[config.mk]
export PLATFORM = sky130hd
export DESIGN_NAME = weight_sparse_pingpong
export DESIGN_NICKNAME = d
export VERILOG_FILES = /design/src/rtl/weight_sparse_pingpong_pkg.sv /design/src/rtl/weight_sparse_pingpong_kth_set_bit.sv /design/src/rtl/weight_sparse_pingpong.sv
export SDC_FILE = /design/constraint.sdc
export NUM_CORES = 1
export LEC_CHECK = 0
export BUFFER_PORTS_ARGS = -buffer_cell sky130_fd_sc_hd__buf_2
export CAP_MARGIN = 20
export CORE_ASPECT_RATIO = 1.1
export CORE_MARGIN = 2
export CORE_UTILIZATION = 40
export CTS_BUF_LIST = sky130_fd_sc_hd__clkbuf_8
export DETAILED_ROUTE_END_ITERATION = 10
export GPL_TIMING_DRIVEN = 0
export PLACE_DENSITY_LB_ADDON = 0.25
export SYNTH_ARGS = -nofsm -noshare
export SYNTH_HDL_FRONTEND = slang
export SYNTH_SLANG_ARGS = --single-unit
[constraint.sdc]
create_clock -name clk_i -period 8.9 [get_ports clk_i]
set_input_delay 0.445 -clock clk_i [delete_from_list [all_inputs] [get_ports clk_i]]
set_output_delay 0.445 -clock clk_i [all_outputs]
set_load 0.005 [all_outputs]
[src/rtl/weight_sparse_pingpong_pkg.sv]
// Shared constants for the sparse-weight ping-pong buffer: load FSM
// encodings and a width helper for index ports.
package weight_sparse_pingpong_pkg;

  localparam logic [1:0] L_IDLE = 2'd0;
  localparam logic [1:0] L_DATA = 2'd1;
  localparam logic [1:0] L_FULL = 2'd2;

  // Index width that never collapses to zero bits for tiny vectors.
  function automatic int idx_width(input int n);
    return (n <= 2) ? 1 : $clog2(n);
  endfunction

endpackage

[src/rtl/weight_sparse_pingpong_kth_set_bit.sv]
// Finds the position of the k-th (0-based) set bit of a vector, scanning
// from bit 0 upward. found_o is low when the vector holds k or fewer ones.
module kth_set_bit #(
  parameter int W  = 3,
  parameter int KW = $clog2(W + 1),
  parameter int PW = (W <= 2) ? 1 : $clog2(W)
) (
  input  logic [W-1:0]  vec_i,
  input  logic [KW-1:0] k_i,
  output logic [PW-1:0] pos_o,
  output logic          found_o
);

  logic [KW-1:0] cnt;

  // Running count of ones below bit i; first match on the k-th one wins.
  always_comb begin
    cnt     = '0;
    pos_o   = '0;
    found_o = 1'b0;
    for (int i = 0; i < W; i++) begin
      if (vec_i[i]) begin
        if (!found_o && (cnt == k_i)) begin
          pos_o   = PW'(i);
          found_o = 1'b1;
        end
        cnt = cnt + KW'(1);
      end
    end
  end

endmodule

[src/rtl/weight_sparse_pingpong.sv]
// Double-buffered sparse KxK weight buffer. The shadow bank is filled from a
// nonzero map plus a packed stream of nonzero weights; a consumer start swaps
// it into the active bank, which is presented densely and as a serial walk
// over the nonzero columns of each row.
module weight_sparse_pingpong
  import weight_sparse_pingpong_pkg::*;
#(
  parameter int DATA_WIDTH   = 8,
  parameter int KERNEL_WIDTH = 3,
  localparam int K     = KERNEL_WIDTH,
  localparam int N     = K * K,
  localparam int DW    = DATA_WIDTH,
  localparam int IDX_W = idx_width(K),
  localparam int CNT_W = $clog2(K + 1),
  localparam int NZ_W  = $clog2(N + 1),
  localparam int POS_W = idx_width(N)
) (
  input  logic              clk_i,
  input  logic              reset_i,
  input  logic              mode_i,
  input  logic              wr_flag_valid_i,
  output logic              wr_flag_ready_o,
  input  logic [N-1:0]      wr_flag_i,
  input  logic              wr_wei_valid_i,
  output logic              wr_wei_ready_o,
  input  logic [DW-1:0]     wr_wei_i,
  input  logic              start_i,
  input  logic              row_cal_done_i,
  input  logic              col_step_i,
  output logic              en_o,
  output logic              kernel_valid_o,
  output logic [IDX_W-1:0]  wei_row_index_o,
  output logic [CNT_W-1:0]  row_val_num_o,
  output logic [IDX_W-1:0]  wei_index_o,
  output logic [DW-1:0]     wei_serial_out_o,
  output logic              wei_serial_valid_o,
  output logic              row_last_o,
  output logic [DW*N-1:0]   wei_parallel_out_o
);

  logic [1:0]       state_q, state_d;
  logic [N-1:0]     sh_flags_q;
  logic [DW*N-1:0]  sh_dense_q;
  logic [NZ_W-1:0]  need_q, wcnt_q, flag_pop;
  logic [N-1:0]     act_flags_q;
  logic [DW*N-1:0]  act_dense_q;
  logic             kv_q, en_q, pend_q, pend_d;
  logic [IDX_W-1:0] row_q, row_d;
  logic [CNT_W-1:0] col_q, col_d;

  logic             flag_hs, wei_hs, swap, ser_en, row_last_raw;
  logic [POS_W-1:0] slot, sel;
  logic             slot_found, col_found;
  logic [K-1:0]     row_flags;
  logic [CNT_W-1:0] row_cnt;
  logic [IDX_W-1:0] col_pos;

  assign flag_hs = wr_flag_valid_i && (state_q == L_IDLE);
  assign wei_hs  = wr_wei_valid_i && (state_q == L_DATA);
  // A pending start waits until the shadow bank is complete.
  assign swap    = (start_i || pend_q) && (state_q == L_FULL);
  assign pend_d  = swap ? 1'b0 : (pend_q || start_i);

  // Number of weights the incoming flag word announces.
  always_comb begin
    flag_pop = '0;
    for (int i = 0; i < N; i++) flag_pop = flag_pop + NZ_W'(wr_flag_i[i]);
  end

  // Write slot: weights arrive in raster order, so beat n lands on the n-th set flag.
  kth_set_bit #(.W(N), .KW(NZ_W), .PW(POS_W)) u_slot (
    .vec_i   (sh_flags_q),
    .k_i     (wcnt_q),
    .pos_o   (slot),
    .found_o (slot_found)
  );

  // Load FSM next state for the shadow bank.
  always_comb begin
    state_d = state_q;
    case (state_q)
      L_IDLE: if (flag_hs) state_d = (flag_pop == '0) ? L_FULL : L_DATA;
      L_DATA: if (wei_hs && ((wcnt_q + NZ_W'(1)) == need_q)) state_d = L_FULL;
      L_FULL: if (swap) state_d = L_IDLE;
      default: state_d = L_IDLE;
    endcase
  end

  // Shadow bank fill.
  always_ff @(posedge clk_i or posedge reset_i) begin
    if (reset_i) begin
      state_q    <= L_IDLE;
      sh_flags_q <= '0;
      sh_dense_q <= '0;
      need_q     <= '0;
      wcnt_q     <= '0;
    end else begin
      state_q <= state_d;
      if (flag_hs) begin
        sh_flags_q <= wr_flag_i;
        sh_dense_q <= '0;
        need_q     <= flag_pop;
        wcnt_q     <= '0;
      end else if (wei_hs) begin
        if (slot_found) sh_dense_q[slot*DW +: DW] <= wr_wei_i;
        wcnt_q <= wcnt_q + NZ_W'(1);
      end
    end
  end

  // Serial row view of the active bank.
  assign row_flags = act_flags_q[row_q*K +: K];

  // Nonzero count of the current row.
  always_comb begin
    row_cnt = '0;
    for (int i = 0; i < K; i++) row_cnt = row_cnt + CNT_W'(row_flags[i]);
  end

  kth_set_bit #(.W(K), .KW(CNT_W), .PW(IDX_W)) u_col (
    .vec_i   (row_flags),
    .k_i     (col_q),
    .pos_o   (col_pos),
    .found_o (col_found)
  );

  assign ser_en       = mode_i && kv_q;
  assign row_last_raw = (row_cnt == '0) || (col_q == (row_cnt - CNT_W'(1)));
  assign sel          = POS_W'(int'(row_q) * K + int'(col_pos));

  // Serial pointer update; swap and dense mode both park the walk at (0,0).
  always_comb begin
    row_d = row_q;
    col_d = col_q;
    if (swap || !mode_i) begin
      row_d = '0;
      col_d = '0;
    end else if (kv_q) begin
      if (row_cal_done_i) begin
        row_d = (row_q == IDX_W'(K - 1)) ? '0 : row_q + IDX_W'(1);
        col_d = '0;
      end else if (col_step_i) begin
        col_d = row_last_raw ? '0 : col_q + CNT_W'(1);
      end
    end
  end

  // Active bank, swap bookkeeping and walk pointers.
  always_ff @(posedge clk_i or posedge reset_i) begin
    if (reset_i) begin
      act_flags_q <= '0;
      act_dense_q <= '0;
      kv_q        <= 1'b0;
      en_q        <= 1'b0;
      pend_q      <= 1'b0;
      row_q       <= '0;
      col_q       <= '0;
    end else begin
      en_q   <= swap;
      pend_q <= pend_d;
      row_q  <= row_d;
      col_q  <= col_d;
      if (swap) begin
        act_flags_q <= sh_flags_q;
        act_dense_q <= sh_dense_q;
        kv_q        <= 1'b1;
      end
    end
  end

  assign wr_flag_ready_o    = (state_q == L_IDLE);
  assign wr_wei_ready_o     = (state_q == L_DATA);
  assign en_o               = en_q;
  assign kernel_valid_o     = kv_q;
  assign wei_parallel_out_o = act_dense_q;
  assign wei_row_index_o    = ser_en ? row_q : '0;
  assign row_val_num_o      = ser_en ? row_cnt : '0;
  assign wei_index_o        = (ser_en && col_found) ? col_pos : '0;
  assign wei_serial_out_o   = (ser_en && col_found) ? act_dense_q[sel*DW +: DW] : '0;
  assign wei_serial_valid_o = ser_en && (row_cnt != '0);
  assign row_last_o         = ser_en && row_last_raw;

endmodule

==> flow_metrics.env, run 1 <==
export IMPL_grt_use_total_pct=20.6
export IMPL_path_max_fanout=10
export IMPL_vias=6969
export IMPL_drive_above_1_share_pct=28.7
export IMPL_core_area_um2=23000
export IMPL_rsz0062_at_grt="no"
export IMPL_syn_area_um2=9410
export IMPL_grt_first_pass_wirelength_um=38800
export IMPL_p_int_w=0.00226
export IMPL_initial_core_util_pct=40.9
export IMPL_syn_to_final_growth_pct=15.0
export IMPL_syn_inst=830
export IMPL_p_leak_nw=5.29
export IMPL_htree_levels=4
export IMPL_drc_errors=0
export IMPL_whs_ns=0.208
export IMPL_worst_path_max_delay_cell="nor4_2"
export IMPL_cts_max_path_buffers=2
export IMPL_fin_crit_ns=7.46
export IMPL_ys_seq_elements=179
export IMPL_grt_pass1_vias=6765
export IMPL_gp_congestion=0.871
export IMPL_ir_drop_mv=0.282
export IMPL_ys_seq_area_share_pct=47.6
export IMPL_rows=58
export IMPL_die_w_um=150
export IMPL_synth_edf_count=0
export IMPL_first_pass_iters=5
export IMPL_power_density_nw_per_um2=394
export IMPL_postRouteAntennaNets=0
export IMPL_gr_total_overflow=0
export IMPL_hold_viol=0
export IMPL_cts_setup_buffers=0
export IMPL_tns_ns=0
export IMPL_timing_fmax_mhz=134
export IMPL_root_buffer="clkbuf_8"
export IMPL_antenna_cells=0
export IMPL_routed_wl_um=24700
export IMPL_synth_async_reset_ratio_pct=100
export IMPL_tritoncts="yes"
export IMPL_yosys_area_top_type="dfrtp_1"
export IMPL_hpwl_um=18400
export IMPL_p_seq_share_pct=23.4
export IMPL_setup_viol=0
export IMPL_grt_max_degree=121
export IMPL_slew_violations=0
export IMPL_cts_clk_slew_worst_paths_ns=0.10
export IMPL_critical_path_max_stage_delay_ns=0.80
export IMPL_final_nets=1021
export IMPL_post_route_util_pct=47.0
export IMPL_netlist_top_cells_area="dfrtp_1 (48%), mux2_2 (10%), nand2_1 (4.0%), mux2i_1 (3.0%), xnor2_1 (2.9%)"
export IMPL_ys_types=67
export IMPL_end_kind="flip-flop"
export IMPL_switching_share_pct=46.9
export IMPL_ys_flop_type="dfrtp_1"
export IMPL_maxCapViolCount=0
export IMPL_synth_area_per_cell_um2=11.3
export IMPL_path_common_cell="ha_1"
export IMPL_synth_top_area_share_pct=47.6
export IMPL_syn_num_nets=883
export IMPL_clk_insertion_delay_late_ns=0.48
export IMPL_crit_type="reg2reg"
export IMPL_dieArea_um2=24800
export IMPL_port_buffers=116
export IMPL_fin_crit_sh_pct=83.8
export IMPL_pin_count=117
export IMPL_clockPowerShare_pct=13.2
export IMPL_clock_sinks=179
export IMPL_p_switching_w=0.00200
export IMPL_p_total_w=0.00426
export IMPL_power_frac_comb_pct=63.5
export IMPL_cp_arrival_ns=7.84
export IMPL_vias_per_cell=5.44
export IMPL_cts_made_buffers=17
export IMPL_start_kind="flip-flop"
export IMPL_fin_worst_skew_ns=0.0200
export IMPL_first_iter_violations=485
export IMPL_worstPathRequired_ns=9.28
export IMPL_die_height_um=165
export IMPL_status="complete, no violations"
export IMPL_ys_warn_count=0
export IMPL_wl_per_cell_um=19.3
export IMPL_slew_headroom_pct=36.6
export IMPL_antenna_found_initial=0
export IMPL_hp_class="in2reg"
export IMPL_worstMarginPinSlew_ns=0.951
==> routing by layer <==
layer  GRT usage [%]  share of wire, %  vias to the layer above
li1                -                 -                     3242
met1            30.7                48                     3518
met2            30.9                45                      188
met3            3.95               5.8                       21
met4            5.02               1.0                        0
met5               0                 0                        -
==> critical path: cells and delay by family, from the launching register on <==
family	cells	cell delay, ns
AND/OR/NAND/NOR	11	2.17
adder cells (fa/ha/maj)	7	2.10
AO/OA/AOI/OAI	7	1.34
buffers and inverters	5	0.78
flip-flops	1	0.53
XOR/XNOR	3	0.47
==> worst paths after layout <==
path / startpoint / to / slack (ns) / depth (start not counted)
max in group asynchronous: reset_i / wcnt_q[0] / 7.39 / 4
hold reg to reg: sh_dense_q[24] / sh_dense_q[24] / 0.50 / 1
hold / removal: wr_flag_i[2] / sh_flags_q[2] / 0.21 / 3
min in group asynchronous: reset_i / sh_dense_q[57] / 0.54 / 3
setup / recovery: sh_flags_q[0] / sh_dense_q[56] / 1.44 / 33
setup reg to reg: sh_flags_q[0] / sh_dense_q[56] / 1.44 / 33
==> cell type report <==
type	instances	area, µm²
Buffer	49	208
Clock buffer	19	262
Inverter	40	159
Fill cell	2148	12200
Clock inverter	13	138
Sequential cell	179	4480
Tap cell	300	375
Timing Repair Buffer	119	626
Multi-Input combinational cell	562	4570
==> cells in the mapped netlist (5+ instances only) <==
cell type / instances
fa_1: 8
inv_1: 38
and2_1: 6
o21ai_0: 32
o31ai_1: 8
xnor3_1: 7
o21ai_1: 8
mux2i_1: 28
nand3_1: 28
nor2_1: 38
xnor2_1: 31
mux4_2: 12
a22o_1: 10
nand2_1: 100
a21oi_1: 15
a32o_1: 23
o2111ai_1: 6
xor2_1: 8
mux2_2: 85
buf_1: 5
a22oi_1: 5
nor2b_1: 12
and3_1: 7
ha_1: 20
nand4_1: 8
clkbuf_1: 31
dfrtp_1: 179
buf_2: 10
==> cells in the final DEF, fill, tap and decap left out, types with 12 or more instances in the layout <==
master,Yosys,layout
ha_1,20,20
inv_1,38,37
clkbuf_1,31,31
mux2i_1,28,28
nor2b_1,12,12
mux2_2,85,85
nand2_1,100,100
mux4_2,12,12
buf_2,10,126
a21oi_1,15,15
xnor2_1,31,31
nor2_1,38,38
o21ai_0,32,32
a32o_1,23,23
nand3_1,28,28
clkbuf_8,0,19
dfrtp_1,179,179
==> per-stage QoR <==
stage          setup WS, ns  instances  cell area, µm²
2_1_floorplan          2.68        830            9410
3_3_place_gp           1.40       1246           10400
3_5_place_dp           1.54       1248           10400
4_1_cts                1.53       1281           10800
5_1_grt               0.862       1281           10800
6_report               1.44       1281           10800
==> power by group through the flow <==
stage | clock (W) | combinational [W] | sequential (W)
final | 0.000561 | 0.00270 | 0.000995
after global routing | 0.000607 | 0.00300 | 0.00101
after CTS | 0.000574 | 0.00271 | 0.000996
after floorplan | 0 | 0.00211 | 0.000988
after global placement | 0 | 0.00266 | 0.00101
after detailed placement | 0 | 0.00269 | 0.00101
==> registers in the layout (all words and copies together), names as in the netlist, 2 cells and up <==
register	flops
act_flags_q	9
col_q	2
need_q	4
row_q	2
sh_dense_q	72
sh_flags_q	9
state_q	2
wcnt_q	4
wei_parallel_out_o	72
==> cell families after synthesis <==
family,share of synthesized area (%)
and+or+nand+nor,11.9
xor gates and xnor gates,5.73
buffers and inverters,3.82
muxes,16.0
AOI/OAI and AO/OA,10.6
DFF,47.6
adders and majority gates,4.36
==> repair_timing <==
item,CTS,global route
setup endpoints to repair,0,0
endpoints found under the hold margin,16,0
resized for setup,0,0
hold buffers,1,0
Power figures use the tool's default switching activity.
==> run 2, diff against run 1 <==
Settings changed: ABC_AREA set to 1.
Clock period 8.9 ns to 6.2 ns, I/O delays scaled along.
==> flow_metrics.env, run 2 <==
export IMPL_drive_above_1_share_pct=15.8
export IMPL_first_iter_violations=803
export IMPL_htree_levels=4
export IMPL_slew_violations=0
export IMPL_reg2reg_depth=33
export IMPL_routed_wl_um=32700
export IMPL_maxCapViolCount=0
export IMPL_whs_path_depth=3
export IMPL_gr_total_overflow=0
export IMPL_synth_async_reset_ratio_pct=100
export IMPL_grt_max_degree=92
export IMPL_min_to="sh_flags_q[7]"
export IMPL_hp_class="in2reg"
export IMPL_pre_cts_ws_ns=0.182
export IMPL_layout_commonest_cell="nand2_1"
export IMPL_end_kind="flip-flop"
export IMPL_grt_first_pass_wirelength_um=50700
export IMPL_cts_clk_slew_worst_paths_ns=0.09
export IMPL_worstMarginPinSlew_ns=0.799
export IMPL_postRouteAntennaNets=0
export IMPL_core_area_um2=25300
export IMPL_clock_sinks=179
export IMPL_cts_setup_buffers=0
export IMPL_grt_use_total_pct=24.8
export IMPL_drc_errors=0
export IMPL_rr_endpoint="sh_dense_q[6]"
export IMPL_path_common_cell="nand2_1"
export IMPL_hpwl_um=25800
export IMPL_tritoncts="yes"
export IMPL_grt_pass1_vias=9122
export IMPL_ys_flop_type="dfrtp_1"
export IMPL_ys_seq_area_share_pct=43.5
export IMPL_r2r_slack_ns=0.42
export IMPL_worst_path_max_delay_cell="dfrtp_2"
export IMPL_fin_worst_skew_ns=0.0113
export IMPL_fin_ws_ns=0.422
export IMPL_status="complete, no violations"
export IMPL_root_buffer="clkbuf_8"
export IMPL_hold_path_startpoint="wr_flag_i[7]"
export IMPL_mostFrequentLayoutCells="nand2_1 (481), dfrtp_1 (178), buf_2 (125)"
export IMPL_syn_num_nets=1430
export IMPL_cp_arrival_ns=6.13
export IMPL_cts_made_buffers=17
export IMPL_start_kind="flip-flop"
export IMPL_initial_core_util_pct=40.7
export IMPL_path_max_fanout=8
export IMPL_r2r_start="sh_flags_q[0]"
export IMPL_ys_seq_elements=179
export IMPL_antenna_found_initial=2
export IMPL_synth_top_area_share_pct=43.5
export IMPL_timing_fmax_mhz=173
export IMPL_final_nets=1567
export IMPL_die_height_um=172
export IMPL_synth_edf_count=0
export IMPL_synth_common_cells="nand2_1 (482), dfrtp_1 (179), inv_1 (118), nand3_1 (104), nor2_1 (73)"
export IMPL_vias_per_cell=5.21
export IMPL_slew_headroom_pct=46.3
export IMPL_yosysMostFrequentCell="nand2_1"
export IMPL_ys_types=50
export IMPL_first_pass_iters=6
export IMPL_syn_to_final_growth_pct=15.2
export IMPL_synth_area_per_cell_um2=7.47
export IMPL_nFillCells=2542
export IMPL_yosys_area_top_type="dfrtp_1"
export IMPL_fin_crit_sh_pct=93.2
export IMPL_clk_insertion_delay_late_ns=0.47
export IMPL_netlist_top_cells_area="dfrtp_1 (44%), nand2_1 (18%), nand3_1 (5.1%), inv_1 (4.3%), o21ai_0 (3.5%)"
export IMPL_dieArea_um2=27000
export IMPL_vias=9752
export IMPL_ys_warn_count=0
export IMPL_crit_type="reg2reg"
export IMPL_critical_path_max_stage_delay_ns=0.45
export IMPL_cts_max_path_buffers=2
export IMPL_rows=61
export IMPL_wl_per_cell_um=17.4
export IMPL_die_w_um=157
export IMPL_setup_viol=0
export IMPL_worstPathRequired_ns=6.55
export IMPL_pin_count=117
export IMPL_syn_area_um2=10300
export IMPL_syn_inst=1377
export IMPL_port_buffers=116
export IMPL_gp_congestion=0.947
export IMPL_fin_crit_ns=5.78
export IMPL_hold_viol=0
-- run 2: cell types whose count changed after synthesis, moves of 36 or more --
| cell | previous run | this run |
|---|---|---|
| nand2_1 | 100 | 482 |
| o21ai_0 | 32 | 72 |
| inv_1 | 38 | 118 |
| mux2_2 | 85 | 0 |
| nand3_1 | 28 | 104 |
| nand4_1 | 8 | 44 |
-- run 2: area by class of cell --
type                    count  area [µm²]  area share (%)
well taps                 346         433            3.65
repair buffers            118         618            5.22
multi-input cells        1008        5130            43.3
clock inverters            13         173            1.46
plain buffers              61         272            2.29
diodes                      1        2.50          0.0211
flip-flops and latches    179        4480            37.8
inverters                 129         497            4.19
clock buffers              18         248            2.09
-- run 2: repair_timing --
action,CTS,global route
endpoints found under the hold margin,88,0
hold buffers,1,0
endpoints found under the setup margin,0,72
resized for setup,0,23
-- run 2: cells by family after synthesis --
group                      share of synthesized area, %
and+or+nand+nor                                    34.9
buffers and inverters                              7.32
DFF                                                43.5
AOI/OAI and AO/OA                                  8.89
adders and majority gates                          3.99
xor gates and xnor gates                           1.36
-- run 2: metrics by stage --
| step | util (%) | area [µm²] | hold slack [ns] | std cells | TNS, ns |
|---|---|---|---|---|---|
| finish | 46.9 | 11900 | 0.0764 | 1873 | 0 |
| detailed placement | 44.9 | 11300 | 0.459 | 1840 | 0 |
| global route | 46.9 | 11900 | 0.0597 | 1873 | -0.00791 |
| global placement | 44.7 | 11300 | 0.457 | 1839 | -194.37 |
| floorplan | - | 10300 | 0.431 | 1377 | 0 |
| CTS | 46.6 | 11800 | 0.0419 | 1872 | 0 |
-- run 2: how the worst max path moves through the flow --
stage / slack [ns] / cells past startpoint / endpoint / from
2_1_floorplan: 1.03 / 1 / act_flags_q[0] / reset_i
3_5_place_dp: 0.18 / 31 / sh_dense_q[8] / sh_flags_q[0]
4_1_cts: 0.14 / 31 / sh_dense_q[8] / sh_flags_q[0]
5_1_grt: -0.007 / 34 / sh_dense_q[26] / sh_flags_q[0]
6_report: 0.42 / 33 / sh_dense_q[6] / sh_flags_q[0]
3_3_place_gp: -1.10 / 2 / sh_dense_q[24] / reset_i
-- run 2: layer usage --
layer,global-route usage [%],part of all wire [%],up-vias
li1,-,-,4770
met3,3.53,5.4,53
met2,40.6,46,349
met4,9.13,3.0,2
met5,0,0.034,-
met1,33.6,45,4578
-- run 2: worst max-delay path, delay by kind of cell, from the launching register on --
family,cells,cell delay (ns)
simple gates,19,2.18
fa+ha+maj,7,2.06
buf+inv,5,0.55
flops,1,0.45
compound gates,2,0.43
Power of run 2 is not shown: default switching activity piles up to over one toggle a cycle in this logic, so the estimate is an artifact.
